**src/rtl/pat_pkg.sv**
```systemverilog
// Shared types and default widths for the pattern-match scheduler.
package pat_pkg;

  localparam int DEF_PAT_W = 8;
  localparam int DEF_CNT_W = 8;

  typedef enum logic [1:0] {
    IDLE   = 2'd0,
    STREAM = 2'd1,
    REPORT = 2'd2
  } state_t;

endpackage

```
**src/rtl/pat_sched_if.sv**
```systemverilog
// Requester/result bundle for pat_sched.
// PAT_SCHED_MASK_EN adds the pat_mask input.
interface pat_sched_if import pat_pkg::*; #(
  parameter int N_REQ = 4,
  parameter int PAT_W = DEF_PAT_W,
  parameter int CNT_W = DEF_CNT_W
);
  localparam int IDW = $clog2(N_REQ);

  logic [N_REQ-1:0] req;
  logic [N_REQ-1:0] bit_in;
  logic [N_REQ-1:0] bit_last;
  logic [PAT_W-1:0] pattern;
`ifdef PAT_SCHED_MASK_EN
  logic [PAT_W-1:0] pat_mask;
`endif
  logic [N_REQ-1:0] grant;
  logic             busy;
  logic             done;
  logic [IDW-1:0]   done_id;
  logic [CNT_W-1:0] match_cnt;
  logic             aborted;
  logic             match_pulse;

  modport master (
`ifdef PAT_SCHED_MASK_EN
    output pat_mask,
`endif
    output req, bit_in, bit_last, pattern,
    input  grant, busy, done, done_id, match_cnt, aborted, match_pulse
  );

  modport slave (
`ifdef PAT_SCHED_MASK_EN
    input  pat_mask,
`endif
    input  req, bit_in, bit_last, pattern,
    output grant, busy, done, done_id, match_cnt, aborted, match_pulse
  );
endinterface

```
**src/rtl/pat_core.sv**
```systemverilog
// Shift window, received-bit count and masked pattern compare.
module pat_core #(
  parameter int PAT_W = 8
) (
  input  logic             clk,
  input  logic             reset,
  input  logic             clr,
  input  logic             en,
  input  logic             bit_in,
  input  logic [PAT_W-1:0] pattern,
  input  logic [PAT_W-1:0] mask,
  output logic             hit
);
  localparam int NW = $clog2(PAT_W + 1);

  logic [PAT_W-1:0] win;
  logic [PAT_W-1:0] win_nxt;
  logic [NW-1:0]    nbits;

  assign win_nxt = {win[PAT_W-2:0], bit_in};
  // the incoming bit counts toward the PAT_W minimum, hence PAT_W-1
  assign hit = en && (nbits >= NW'(PAT_W - 1)) &&
               (((win_nxt ^ pattern) & mask) == '0);

  // shift in sampled bits; count saturates once the window is full
  always_ff @(posedge clk) begin
    if (!reset || clr) begin
      win   <= '0;
      nbits <= '0;
    end else if (en) begin
      win <= win_nxt;
      if (nbits != NW'(PAT_W)) nbits <= nbits + 1'b1;
    end
  end
endmodule

```
**src/rtl/pat_sched.sv**
```systemverilog
// Round-robin arbiter, frame FSM and match counter around pat_core.
// PAT_SCHED_MASK_EN: latch pat_mask with pattern and compare masked bits only.
module pat_sched import pat_pkg::*; #(
  parameter int N_REQ = 4,
  parameter int PAT_W = DEF_PAT_W,
  parameter int CNT_W = DEF_CNT_W
) (
  input logic       clk,
  input logic       reset,
  pat_sched_if.slave bus
);
  localparam int IDW = $clog2(N_REQ);

  state_t           state;
  logic [N_REQ-1:0] grant_q;
  logic [IDW-1:0]   cur;
  logic [IDW-1:0]   rr_start;
  logic [IDW-1:0]   win_idx;
  logic             any_req;
  logic [PAT_W-1:0] pat_q;
  logic [PAT_W-1:0] mask_q;
  logic [CNT_W-1:0] cnt;
  logic             aborted_q;
  logic             pulse_q;
  logic             g_req;
  logic             g_bit;
  logic             g_last;
  logic             sample;
  logic             hit;
  logic             start;
  int               j;

  // round-robin pick: highest-priority index is rr_start, wrapping upward
  always_comb begin
    win_idx = '0;
    any_req = 1'b0;
    j       = 0;
    for (int k = N_REQ - 1; k >= 0; k--) begin
      j = int'(rr_start) + k;
      if (j >= N_REQ) j = j - N_REQ;
      if (bus.req[j]) begin
        win_idx = IDW'(j);
        any_req = 1'b1;
      end
    end
  end

  assign g_req  = bus.req[cur];
  assign g_bit  = bus.bit_in[cur];
  assign g_last = bus.bit_last[cur];
  assign sample = (state == STREAM) && g_req;
  assign start  = (state == IDLE) && any_req;

`ifdef PAT_SCHED_MASK_EN
  // mask is frame-constant, captured alongside the pattern
  always_ff @(posedge clk) begin
    if (!reset)     mask_q <= '1;
    else if (start) mask_q <= bus.pat_mask;
  end
`else
  assign mask_q = '1;
`endif

  pat_core #(.PAT_W(PAT_W)) u_core (
    .clk     (clk),
    .reset   (reset),
    .clr     (state == IDLE),
    .en      (sample),
    .bit_in  (g_bit),
    .pattern (pat_q),
    .mask    (mask_q),
    .hit     (hit)
  );

  // frame sequencing, grant, saturating match count and abort flag
  always_ff @(posedge clk) begin
    if (!reset) begin
      state     <= IDLE;
      grant_q   <= '0;
      cur       <= '0;
      rr_start  <= '0;
      pat_q     <= '0;
      cnt       <= '0;
      aborted_q <= 1'b0;
      pulse_q   <= 1'b0;
    end else begin
      pulse_q <= hit;
      case (state)
        IDLE: if (any_req) begin
          state     <= STREAM;
          grant_q   <= N_REQ'(1) << win_idx;
          cur       <= win_idx;
          rr_start  <= (win_idx == IDW'(N_REQ - 1)) ? '0 : win_idx + 1'b1;
          pat_q     <= bus.pattern;
          cnt       <= '0;
          aborted_q <= 1'b0;
        end
        STREAM: begin
          if (!g_req) begin
            aborted_q <= 1'b1;
            grant_q   <= '0;
            state     <= REPORT;
          end else begin
            if (hit && !(&cnt)) cnt <= cnt + 1'b1;
            if (g_last) begin
              grant_q <= '0;
              state   <= REPORT;
            end
          end
        end
        REPORT:  state <= IDLE;
        default: state <= IDLE;
      endcase
    end
  end

  assign bus.grant       = grant_q;
  assign bus.busy        = (state != IDLE);
  assign bus.done        = (state == REPORT);
  assign bus.done_id     = cur;
  assign bus.match_cnt   = cnt;
  assign bus.aborted     = aborted_q;
  assign bus.match_pulse = pulse_q;
endmodule

```
**src/flat_wrapper.sv**
```systemverilog
// flat-port wrapper written by rule: the top's interface ports become plain ports
module pat_sched_flat import pat_pkg::*;
#(
  parameter int N_REQ = 4,
  parameter int PAT_W = DEF_PAT_W,
  parameter int CNT_W = DEF_CNT_W
)
  (clk, reset, bus_req, bus_bit_in, bus_bit_last, bus_pattern, bus_grant, bus_busy, bus_done, bus_done_id, bus_match_cnt, bus_aborted, bus_match_pulse);
  pat_sched_if #(.N_REQ(N_REQ), .PAT_W(PAT_W), .CNT_W(CNT_W)) bus_i ();
  input logic clk;
  input logic reset;
  input wire logic [$bits(bus_i.req)-1:0] bus_req;
  input wire logic [$bits(bus_i.bit_in)-1:0] bus_bit_in;
  input wire logic [$bits(bus_i.bit_last)-1:0] bus_bit_last;
  input wire logic [$bits(bus_i.pattern)-1:0] bus_pattern;
  output wire logic [$bits(bus_i.grant)-1:0] bus_grant;
  output wire logic [$bits(bus_i.busy)-1:0] bus_busy;
  output wire logic [$bits(bus_i.done)-1:0] bus_done;
  output wire logic [$bits(bus_i.done_id)-1:0] bus_done_id;
  output wire logic [$bits(bus_i.match_cnt)-1:0] bus_match_cnt;
  output wire logic [$bits(bus_i.aborted)-1:0] bus_aborted;
  output wire logic [$bits(bus_i.match_pulse)-1:0] bus_match_pulse;
  assign bus_i.req = bus_req;
  assign bus_i.bit_in = bus_bit_in;
  assign bus_i.bit_last = bus_bit_last;
  assign bus_i.pattern = bus_pattern;
  assign bus_grant = bus_i.grant;
  assign bus_busy = bus_i.busy;
  assign bus_done = bus_i.done;
  assign bus_done_id = bus_i.done_id;
  assign bus_match_cnt = bus_i.match_cnt;
  assign bus_aborted = bus_i.aborted;
  assign bus_match_pulse = bus_i.match_pulse;
  pat_sched #(.N_REQ(N_REQ), .PAT_W(PAT_W), .CNT_W(CNT_W)) u_core (.clk(clk), .reset(reset), .bus(bus_i));
endmodule
```
**config.mk**
```make
export PLATFORM = sky130hd
export DESIGN_NAME = pat_sched_flat
export DESIGN_NICKNAME = d
export VERILOG_FILES = /design/src/rtl/pat_pkg.sv /design/src/rtl/pat_sched_if.sv /design/src/rtl/pat_core.sv /design/src/rtl/pat_sched.sv /design/src/flat_wrapper.sv
export SDC_FILE = /design/constraint.sdc
export NUM_CORES = 1
export LEC_CHECK = 0
export ABC_AREA = 1
export BUFFER_PORTS_ARGS = -buffer_cell sky130_fd_sc_hd__buf_2
export CORE_UTILIZATION = 55
export DETAILED_ROUTE_END_ITERATION = 10
export PLACE_DENSITY_LB_ADDON = 0.05
export SKIP_CTS_REPAIR_TIMING = 1
export SLEW_MARGIN = 20
export SYNTH_ARGS = -nofsm -noshare
export SYNTH_HDL_FRONTEND = slang
export SYNTH_SLANG_ARGS = --single-unit
export TNS_END_PERCENT = 10
```
**constraint.sdc**
```tcl
create_clock -name clk -period 2.3 [get_ports clk]
set_input_delay 0.69 -clock clk [delete_from_list [all_inputs] [get_ports clk]]
set_output_delay 0.69 -clock clk [all_outputs]
set_load 0.1 [all_outputs]
```
### After elaboration in Yosys (flattened, before gate mapping)

Cells that the tools add are included.

| cells by class | value |
|---|---|
| add/sub/neg operators | 10 |
| magnitude comparators | 10 |
| eq/ne operators | 9 |
| shift-type cells | 1 |
| multiplexer cells | 46 |
| bitwise gates (word level) | 1 |
| reduce and logical (&&, ||, !) cells | 18 |

Operators by type and width:

| cell | number |
|---|---|
| $lt 32x4->1 const B | 4 |
| $mux 32 | 4 |
| $ge 32x4->1 const B | 3 |
| $sub 32x4->32 const B | 3 |
| $mux 8 | 3 |
| $mux 1 | 17 |
| $mux 2 | 8 |
| $pmux 8 s2 | 1 |
| $bmux 1 s2 | 7 |
| $mux 4 | 3 |
| $add 8x1->8 const B | 1 |
| $logic_not 8->1 | 1 |
| $pmux 4 s2 | 1 |
| $reduce_and 8->1 | 1 |
| $xor 8x8->8 | 1 |
| $add 2x2->3 const B | 2 |
| $reduce_and 2->1 | 3 |
| $reduce_and 3->1 | 2 |
| $add 4x1->4 const B | 1 |
| $eq 2x2->1 const B | 2 |
| $ge 4x3->1 const B | 1 |
| $logic_and 1x1->1 | 4 |
| $ne 2x1->1 const B | 2 |
| $ne 2x2->1 const B | 2 |
| other kinds (16) | 18 |

| word-level totals | value |
|---|---|
| register bits | 39 |
| input bits | 22 |
| output and inout port bits | 18 |

### Longest topological paths before layout

Gate-level depths: netlist of the first run.

| logic depth | value |
|---|---|
| depth in word-level cells | 13 |
| mapped depth | 14 |

### By module

From an unflattened synthesis of the first run, not the netlist that was laid out.

| unflattened totals | value |
|---|---|
| cells, all modules | 331 |
| area, all modules | 2179.6 µm² |

Modules (own cells, without submodules):

| module | times used | cells an instance | area an instance (µm²) |
|---|---|---|---|
| pat_sched | 1 | 238 | 1550.2 |
| pat_core | 1 | 93 | 629.4 |

### Least setup slack after synthesis of the first run

No wires, ideal clock.

| path | value |
|---|---|
| path kind | register to register |
| start point | register u_core.cnt[0] (netlist: u_core.bus.match_cnt[0]) |
| end point | register u_core.cnt[5] (netlist: u_core.bus.match_cnt[5]) |
| arrival | 2350 ps |
| required time | 2168 ps |
| setup slack | -183 ps |
| cell stages (with the launch flop) | 11 |
| path buffers | 0 |
| path through | dfxtp_1 ha_1 nand3_1 nor2_1 nand2_1 nor2_1 nand2_1 nand4_4 nand2_1 nand2_1 a21oi_1 |

| on the way | value |
|---|---|
| cells in the longest elaborated chain, start to end | 5 |
| elaborated cells on any way between the ends | 9 |

RTL lines:

| element | line | RTL |
|---|---|---|
| from (decl) | pat_sched.sv:22 | `logic [CNT_W-1:0] cnt;` |
| from (signal assigned) | pat_sched.sv:104 | `if (hit && !(&cnt)) cnt <= cnt + 1'b1;` |
| branches (longest 5 deep; another with $add 8x1->8) | n/a |  |

Parallel ways; which one is timed is not known. The select of a mux whose other input is x is not followed.
A chain may end at the register's enable or synchronous reset.

### Worst setup path after layout of the first run

| path | value |
|---|---|
| start point | register u_core.cur[0] (netlist: u_core.bus.done_id[0]) |
| end point | output bus_done_id[0] |

RTL lines:

| element | line | RTL |
|---|---|---|
| from (decl) | pat_sched.sv:16 | `logic [IDW-1:0] cur;` |
| from (signal assigned) | pat_sched.sv:92 | `cur <= win_idx;` |
| to (decl) | flat_wrapper.sv:19 | `output wire logic [$bits(bus_i.done_id)-1:0] bus_done_id;` |

No word-level cell between the ends.

==> results_dict.tcl, run 1 <==
set metrics [dict create \
    layout.cells.non_filler 413 \
    hold_path.class "flip-flop to flip-flop" \
    pwr_density_cell_nw_per_um2 1490 \
    syn-cell-area_um2 2140 \
    grt_pass1_vias 1800 \
    antenna_found_initial 0 \
    r2r_slack_ns 0.34 \
    tightest_slew_ns 0.495 \
    maxSlewHeadroom_pct 67.2 \
    drc 0 \
    ys_ff_latch 39 \
    critPathTopFamily "flip-flops" \
    max-clock-path-buffers 2 \
    ys_async_sr_fraction_pct 0 \
    post-dp-hpwl_um 3350 \
    cp.required_ns 1.61 \
    path_buf_inv 1 \
    total_power_mw 3.72 \
    insertion_delay_ns 0.29 \
    track_usage_pct 23.7 \
    clkSlewWorstSetupHoldPaths_ns 0.07 \
    cp_max_fo 10 \
    wl_um 4530 \
    die_area_um2 4140 \
    utilization_pct 67.8 \
    nets 393 \
    fin_setup_tns_ns 0 \
    ios 40 \
    synth.avg_cell_area_um2 6.70 \
    dp_cells 405 \
    vias 2063 \
    synth.distinct_cells 29 \
    combPwrFrac_pct 56.2 \
    gp_congestion 0.883 \
    numCtsBuffers 5 \
    synth_top_area_share_pct 36.5 \
    swShare_pct 51.8 \
    max_stage_delay_ns 0.51 \
    seq_area_frac_synth_pct 36.5 \
    min_period_over_period_pct 86.3 \
    tritoncts "yes" \
    rsz0062_at_grt "false" \
    routedWlPerCell_um 11.0 \
    synthCells 319 \
    switching_power_mw 1.93 \
    arrival_ns 1.29 \
    synth_ff_type "dfxtp_1" \
    yosys.area.top_type "dfxtp_1" \
    die_w_um 64.3 \
    startpoint_type "flip-flop" \
    grt_pass1_wl_um 7690 \
    synth_edf_count 0 \
    start_util_pct 57.9 \
    vdd_drop_max_mv 1.07 \
    postRouteAntennaNets 0 \
    timing.fmax_ghz 0.504 \
    initialDrtViolationCount 75 \
    seq_area_um2 785 \
    die_h_um 64.3 \
    skew_ns 0.00609 \
    status "finished, final reports clean" \
    antenna_cells 0 \
    syn_nets 348 \
    drive_above_1_share_pct 18.9 \
    grt_max_degree 18 \
    setup-violations-final 0 \
    fin_crit_ns 1.98 \
    multi_input_area_um2 1120 \
    synthTopCellsByCount "nand2_1, inv_1, a21oi_1, dfxtp_1, o21ai_0" \
    holdWs_ns 0.466 \
    firstDrtPassIters 4 \
    power_frac_clock_pct 15.7 \
    h-tree-depth 2 \
    pwr-share-seq_pct 28.1 \
    coreArea_um2 3690 \
    ys_warn_count 0 \
    cts_root_buf "clkbuf_8" \
    port_buffers 39 \
    clock_sinks 39 \
    hold_viol_final 0 \
    crit_slowest_cell "dfxtp_1" \
    p_int_mw 1.79 \
    end_kind "output pin" \
    leakagePower_nw 1.17 \
    ys_top_cells_by_area "dfxtp_1, nand2_1, a21oi_1, inv_1, o21ai_0" \
    fillers 333 \
    area_growth_pct 17.0 \
    viasPerCell 5.00 \
    yosysMostFrequentCell "nand2_1" \
    path_cells "buf_2" \
    drv_slew 0 \
    gr-total-overflow 0 \
    drv_cap 0 \
    path_class "flip-flop to output pin" \
    floorplan.rows 22 \
]
-- through the flow --
stage | instance area [µm²] | setup WS [ns]
2_1_floorplan | 2140 | -0.0153
4_1_cts | 2500 | 0.234
3_3_place_gp | 2380 | 0.0468
5_1_grt | 2500 | 0.120
3_5_place_dp | 2380 | 0.0158
6_report | 2500 | 0.316
-- metal layers --
layer	part of all wire (%)	wire, µm	GRT usage (%)
met3	3.7	168	5.18
met2	46	2070	40.3
met4	1.1	51	8.89
met1	49	2240	29.1
met5	0	0	0
-- registers in the layout, summed over array words and instances (netlist names) --
register and flops:
u_core.state 2, u_core.bus.match_pulse 1, u_core.bus.match_cnt 8, u_core.bus.aborted 1
u_core.rr_start 2, u_core.u_core.nbits 4, u_core.bus.done_id 2, u_core.u_core.win 7
u_core.pat_q 8, u_core.bus.grant 4
-- final timing paths --
check / end / cells after the start / from
max: bus_done_id[0] / 1 / u_core.bus.done_id[0]$_SDFFE_PN0P_
min: u_core.bus.grant[0]$_SDFFE_PN0P_ / 2 / u_core.bus.grant[0]$_SDFFE_PN0P_
max reg2reg: u_core.bus.match_cnt[7]$_SDFFE_PN0P_ / 10 / u_core.bus.match_cnt[0]$_SDFFE_PN0P_
min reg2reg: u_core.bus.grant[0]$_SDFFE_PN0P_ / 2 / u_core.bus.grant[0]$_SDFFE_PN0P_
-- final cells by class --
cell class / count / area share, %
clock buffer: 6 / 3.30
timing repair buffer: 46 / 9.91
clock inverter: 2 / 1.40
multi-input combinational: 228 / 45.0
tap: 48 / 2.40
inverter: 44 / 6.61
sequential: 39 / 31.4
-- cells in the final DEF, fill, tap and decap left out --
cell	netlist	layout
nand2_2	3	3
a31oi_1	1	1
inv_1	42	42
a21oi_1	39	39
nor2_4	1	1
nand3b_1	1	1
nand3_1	22	22
inv_2	2	2
dfxtp_1	39	36
o21ai_1	1	1
dfxtp_2	0	3
xnor2_1	2	2
buf_4	0	7
or2_2	1	1
nor3_1	3	3
xor2_2	1	1
bufinv_16	0	1
clkbuf_8	0	6
nor2_1	26	26
ha_1	7	7
nand2_1	85	85
buf_2	2	39
xor2_1	1	1
nor2_2	2	2
a21boi_0	1	1
nand2_4	1	1
nor3b_1	2	2
clkinv_2	0	1
nand4_4	1	1
o21ai_0	27	27
-- cell families (layout without fill, tap and decap cells) --
kind of cell | after synthesis | after routing | synth area share [%]
and+or+nand+nor | 148 | 148 | 30.2
xor gates and xnor gates | 4 | 4 | 1.99
adders and majority gates | 7 | 7 | 4.10
AOI/OAI and AO/OA | 69 | 69 | 16.3
DFF | 39 | 39 | 36.5
buffers and inverters | 52 | 98 | 10.8
-- power by group through the flow --
stage / registers, mW / clock network, mW / logic [mW]
floorplan: 1.38 / 0 / 1.41
global route: 1.08 / 0.624 / 2.31
CTS: 1.04 / 0.599 / 2.10
finish: 1.04 / 0.584 / 2.09
detailed placement: 1.06 / 0 / 2.09
global placement: 1.05 / 0 / 2.07
-- tightest hold or removal path: stages, from the launching register on --
cell     delay (ns)
dfxtp_1        0.31
nand2_1        0.06
a21oi_1        0.05
Power figures use the tool's default switching activity.
==> run 2, diff against run 1 <==
RECOVER_POWER = 25   (was unset)
==> run 2 against run 1 <==
Sequential cell count unchanged. Utilization decreased by 0.27 points. Critical endpoint is now u_core.rr_start[1]$_SDFFE_PN0P_. First-iteration DRC count decreased by 11%. Register-to-register slack got worse by 0.02 ns. Total power decreased by 0.54%.
==> results_dict.tcl, run 2 (synthesis results as in run 1) <==
set metrics [dict create \
    status "finished, final reports clean" \
    whs_path_depth 2 \
    grt_pass1_vias 1800 \
    gp_congestion 0.883 \
    layout_common_cells "nand2_1, inv_1, a21oi_1, buf_2, dfxtp_1" \
    tritoncts "yes" \
    die_area_um2 4140 \
    floorplan.rows 22 \
    timing.fmax_ghz 0.503 \
    antenna_found_initial 0 \
    startpoint_type "primary input" \
    start_util_pct 57.9 \
    firstDrtPassIters 4 \
    stdcell_area_um2 2490 \
    tightest_slew_ns 0.495 \
    path_class "primary input to flip-flop" \
    cp_max_fo 5 \
    coreArea_um2 3690 \
    max-clock-path-buffers 2 \
    utilization_pct 67.5 \
    min_period_over_period_pct 86.4 \
    skew_ns 0.00653 \
    reg2reg_depth 8 \
    fin_crit_ns 1.99 \
    gr-total-overflow 0 \
    numCtsBuffers 5 \
    cts_root_buf "clkbuf_8" \
    final.setup.worst_slack_ns 0.313 \
    clkSlewWorstSetupHoldPaths_ns 0.07 \
    holdWs_ns 0.466 \
    nets 393 \
    regToRegStartpoint "u_core.bus.done_id[0]$_SDFFE_PN0P_" \
    area_growth_pct 16.5 \
    antenna_cells 0 \
    r2r_slack_ns 0.32 \
    viasPerCell 4.97 \
    fin_setup_tns_ns 0 \
    ios 40 \
    maxSlewHeadroom_pct 67.2 \
    track_usage_pct 23.7 \
    final_common_cell "nand2_1" \
    dp_cells 405 \
    place_area_um2 2380 \
    drv_cap 0 \
    initialDrtViolationCount 67 \
    multi_input_area_um2 1110 \
    arrival_ns 2.16 \
    cp-startpoint "bus_req[1]" \
    rsz0062_at_grt "false" \
    drive_above_1_share_pct 18.4 \
    wl_um 4540 \
    seq_area_um2 785 \
    postRouteAntennaNets 0 \
    drv_slew 0 \
    critical_path.endpoint "u_core.rr_start[1]$_SDFFE_PN0P_" \
    leakagePower_nw 1.17 \
    dp_slack_ns 0.0158 \
    setup-violations-final 0 \
    routedWlPerCell_um 11.0 \
    drc 0 \
    insertion_delay_ns 0.29 \
    cp.required_ns 2.47 \
    port_buffers 39 \
    fillers 336 \
    grt_pass1_wl_um 7690 \
    hold_viol_final 0 \
    total_power_mw 3.70 \
    post-dp-hpwl_um 3350 \
    die_w_um 64.3 \
    layout.cells.non_filler 413 \
    clock_sinks 39 \
    vias 2052 \
    die_h_um 64.3 \
    vdd_drop_max_mv 1.07 \
    reg2reg_to "u_core.bus.match_cnt[7]$_SDFFE_PN0P_" \
    grt_max_degree 18 \
    end_kind "flip-flop" \
    hold_path.class "flip-flop to flip-flop" \
    pwr_density_cell_nw_per_um2 1490 \
    h-tree-depth 2 \
]
[run 2: cell count changes in the layout (fill, tap and decap cells not counted)]
cell | previous run | this run
nor2_4 | 1 | 0
nand2_1 | 85 | 86
nand2_2 | 3 | 2
nor2_1 | 26 | 27
[run 2: where the power goes]
part | total [mW] | internal (mW) | switching (mW)
clock | 0.585 | 0.351 | 0.234
sequential | 1.04 | 0.872 | 0.171
combinational | 2.07 | 0.560 | 1.51
total | 3.70 | 1.78 | 1.92
[run 2: area by class of cell]
cell class / count / area share (%)
repair buffers: 46 / 9.95
multi-input cells: 228 / 44.8
well taps: 48 / 2.41
inverters: 44 / 6.63
clock buffers: 6 / 3.32
clock inverters: 2 / 1.41
flip-flops and latches: 39 / 31.5
[run 2: how the worst min path moves through the flow]
stage                                                   to                             start
after floorplan               u_core.pat_q[5]$_SDFFE_PN0P_      u_core.pat_q[5]$_SDFFE_PN0P_
after global placement    u_core.bus.grant[1]$_SDFFE_PN0P_  u_core.bus.grant[1]$_SDFFE_PN0P_
after detailed placement  u_core.bus.grant[0]$_SDFFE_PN0P_  u_core.bus.grant[0]$_SDFFE_PN0P_
after CTS                 u_core.bus.grant[3]$_SDFFE_PN0P_  u_core.bus.grant[3]$_SDFFE_PN0P_
after global routing      u_core.bus.grant[1]$_SDFFE_PN0P_  u_core.bus.grant[1]$_SDFFE_PN0P_
final                     u_core.bus.grant[0]$_SDFFE_PN0P_  u_core.bus.grant[0]$_SDFFE_PN0P_
[run 2: worst max-delay path: stages]
cell	delay, ns
buf_2	0.09
inv_1	0.05
o21ai_0	0.25
nand2_2	0.09
nand2_1	0.10
inv_1	0.04
o21ai_0	0.09
nand2_1	0.07
nand2_1	0.06
nand2_1	0.12
ha_1	0.31
o21ai_0	0.15
a21oi_1	0.05
[run 2: metal layers]
layer	part of all wire (%)	global-route usage [%]	routed length [µm]
met1	50	29.1	2260
met2	46	40.3	2080
met3	3.6	5.18	162
met4	0.79	8.89	36
met5	0	0	0
==> run 3, diff against run 2 <==
ABC_AREA = unset   (was 1)
CORE_UTILIZATION = 54   (was 55)
==> run 3 against run 2 <==
Worst setup slack got worse by 0.10 ns. Sequential share of layout area rose by 2.3 points. Clock skew rose by 0.0032 ns. First-iteration DRC count rose by 75%. Register-to-register slack got worse by 0.04 ns. Critical path depth fell by 11. Global-route usage rose by 0.53 points. Count of clock-buffer cells in the layout rose by 1. Critical endpoint is now bus_busy. Largest power group is now registers.
==> results_dict.tcl, run 3 <==
set metrics [dict create \
    cts_root_buf "clkbuf_4" \
    critical_path.endpoint "bus_busy" \
    numCtsBuffers 5 \
    yosysMostFrequentCell "nand2_1" \
    post-dp-hpwl_um 3180 \
    p_int_mw 1.00 \
    drive_above_1_share_pct 24.1 \
    cp-startpoint "u_core.state[1]$_SDFFE_PN0P_" \
    vdd_drop_max_mv 0.524 \
    place_area_um2 2280 \
    fin_setup_tns_ns 0 \
    ys_async_sr_fraction_pct 0 \
    crit_slowest_cell "dfxtp_1" \
    power_frac_clock_pct 21.5 \
    initialDrtViolationCount 117 \
    ys_top_cells_by_area "dfxtp_1, nand2_1, a21oi_1, ha_1, xnor2_1" \
    drv_cap 0 \
    start_util_pct 57.2 \
    synth_top_area_share_pct 40.6 \
    synth_edf_count 0 \
    cp.required_ns 1.61 \
    grt_pass1_wl_um 6730 \
    stdcell_area_um2 2320 \
    max_stage_delay_ns 0.44 \
    seq_area_frac_synth_pct 40.6 \
    nets 319 \
    path_buf_inv 1 \
    rsz0062_at_grt "false" \
    final_common_cell "nand2_1" \
    insertion_delay_ns 0.35 \
    r2r_slack_ns 0.28 \
    cp_max_fo 7 \
    fin_crit_ns 2.09 \
    regToRegStartpoint "u_core.bus.done_id[0]$_SDFFE_PN0P_" \
    synthCells 236 \
    drc 0 \
    coreArea_um2 3360 \
    antenna_cells 0 \
    setup-violations-final 0 \
    die_w_um 61.7 \
    clock_sinks 39 \
    syn_nets 265 \
    dp_cells 329 \
    layout.cells.non_filler 337 \
    ios 40 \
    startpoint_type "flip-flop" \
    synth.avg_cell_area_um2 8.15 \
    die_area_um2 3810 \
    grt_max_degree 18 \
    tightest_slew_ns 0.876 \
    vias 1838 \
    synth.distinct_cells 40 \
    fillers 312 \
    clkSlewWorstSetupHoldPaths_ns 0.11 \
    synthTopCellsByCount "nand2_1, dfxtp_1, a21oi_1" \
    drv_slew 0 \
    synth_ff_type "dfxtp_1" \
    combPwrFrac_pct 31.2 \
    routedWlPerCell_um 12.5 \
    leakagePower_nw 0.982 \
    yosys.area.top_type "dfxtp_1" \
    floorplan.rows 21 \
    swShare_pct 37.3 \
    gr-total-overflow 0 \
    layout_common_cells "nand2_1, buf_2, dfxtp_1" \
    path_class "flip-flop to output pin" \
    pwr-share-seq_pct 47.3 \
    gp_congestion 0.867 \
    wl_um 4220 \
    reg2reg_depth 5 \
    tritoncts "yes" \
    firstDrtPassIters 4 \
    ys_warn_count 0 \
    seq_area_um2 786 \
    switching_power_uw 596 \
    status "finished, final reports clean" \
    hold_viol_final 0 \
    grt_pass1_vias 1529 \
    path_depth 2 \
    die_h_um 61.7 \
    end_kind "output pin" \
    ys_ff_latch 39 \
    min_period_over_period_pct 90.8 \
    multi_input_area_um2 1070 \
    track_usage_pct 24.3 \
    max-clock-path-buffers 2 \
    viasPerCell 5.45 \
    area_growth_pct 20.7 \
    postRouteAntennaNets 0 \
    timing.fmax_ghz 0.479 \
    critPathTopFamily "flip-flops" \
    maxSlewHeadroom_pct 41.1 \
    pwr_density_cell_nw_per_um2 688 \
    hold_path.class "flip-flop to flip-flop" \
    syn-cell-area_um2 1920 \
    h-tree-depth 2 \
    port_buffers 39 \
    reg2reg_to "u_core.bus.match_cnt[0]$_SDFFE_PN0P_" \
    arrival_ns 1.40 \
    skew_ns 0.00978 \
    antenna_found_initial 0 \
    path_cells "or2_2 > buf_2" \
]
## run 3: worst register-to-register path, delay by kind of cell, from the launching register on
kind	cells	cell delay, ns
mux	1	0.37
compound gates	1	0.06
flops	1	0.38
simple gates	3	1.15
## run 3: stage by stage
stage / hold slack, ns / total power, mW / worst slack, ns / util [%]
finish: 0.478 / 1.60 / 0.211 / 69.1
global route: 0.497 / 1.68 / 0.0301 / 69.1
CTS: 0.478 / 1.62 / 0.206 / 69.4
detailed placement: 0.463 / 1.27 / -0.0446 / 67.9
global placement: 0.452 / 1.27 / -0.0241 / 67.9
floorplan: 0.444 / 1.13 / -0.0968 / -
## run 3: cell type report
class | count | area share (%)
multi-input cells | 176 | 45.9
well taps | 46 | 2.48
repair buffers | 58 | 14.1
clock buffers | 7 | 1.94
inverters | 10 | 1.62
clock inverters | 1 | 0.215
flip-flops and latches | 39 | 33.8
## run 3: worst min-delay path by stage
stage                                            startpoint                           endpoint  slack (ns)  cells past startpoint
after global placement    u_core.u_core.win[6]$_SDFFE_PP0P_  u_core.u_core.win[6]$_SDFFE_PP0P_        0.45                      2
after CTS                 u_core.u_core.win[3]$_SDFFE_PP0P_  u_core.u_core.win[4]$_SDFFE_PP0P_        0.48                      2
after detailed placement  u_core.u_core.win[6]$_SDFFE_PP0P_  u_core.u_core.win[6]$_SDFFE_PP0P_        0.46                      2
after global routing      u_core.u_core.win[6]$_SDFFE_PP0P_  u_core.u_core.win[6]$_SDFFE_PP0P_        0.50                      2
final                          u_core.pat_q[6]$_SDFFE_PN0P_       u_core.pat_q[6]$_SDFFE_PN0P_        0.48                      2
after floorplan           u_core.u_core.win[6]$_SDFFE_PP0P_  u_core.u_core.win[6]$_SDFFE_PP0P_        0.44                      2
## run 3: power by group through the flow
stage,Combinational [mW],Clock (mW),Sequential (mW)
2_1_floorplan,0.263,0,0.864
3_5_place_dp,0.502,0,0.772
4_1_cts,0.505,0.355,0.757
6_report,0.499,0.343,0.756
3_3_place_gp,0.498,0,0.771
5_1_grt,0.540,0.373,0.764
## run 3: logic make-up after synthesis
kind of cell | synth area share (%)
simple gates | 23.5
xor+xnor | 4.10
flops | 40.6
mux | 4.94
compound gates | 18.2
buf+inv | 4.16
fa+ha+maj | 4.55
## run 3: per-layer routing
layer	share of wire, %	routed length (µm)	track usage [%]
met5	0	0	0
met4	1.4	58	8.57
met3	5.7	239	6.21
met2	47	1970	39.9
met1	46	1950	30.9
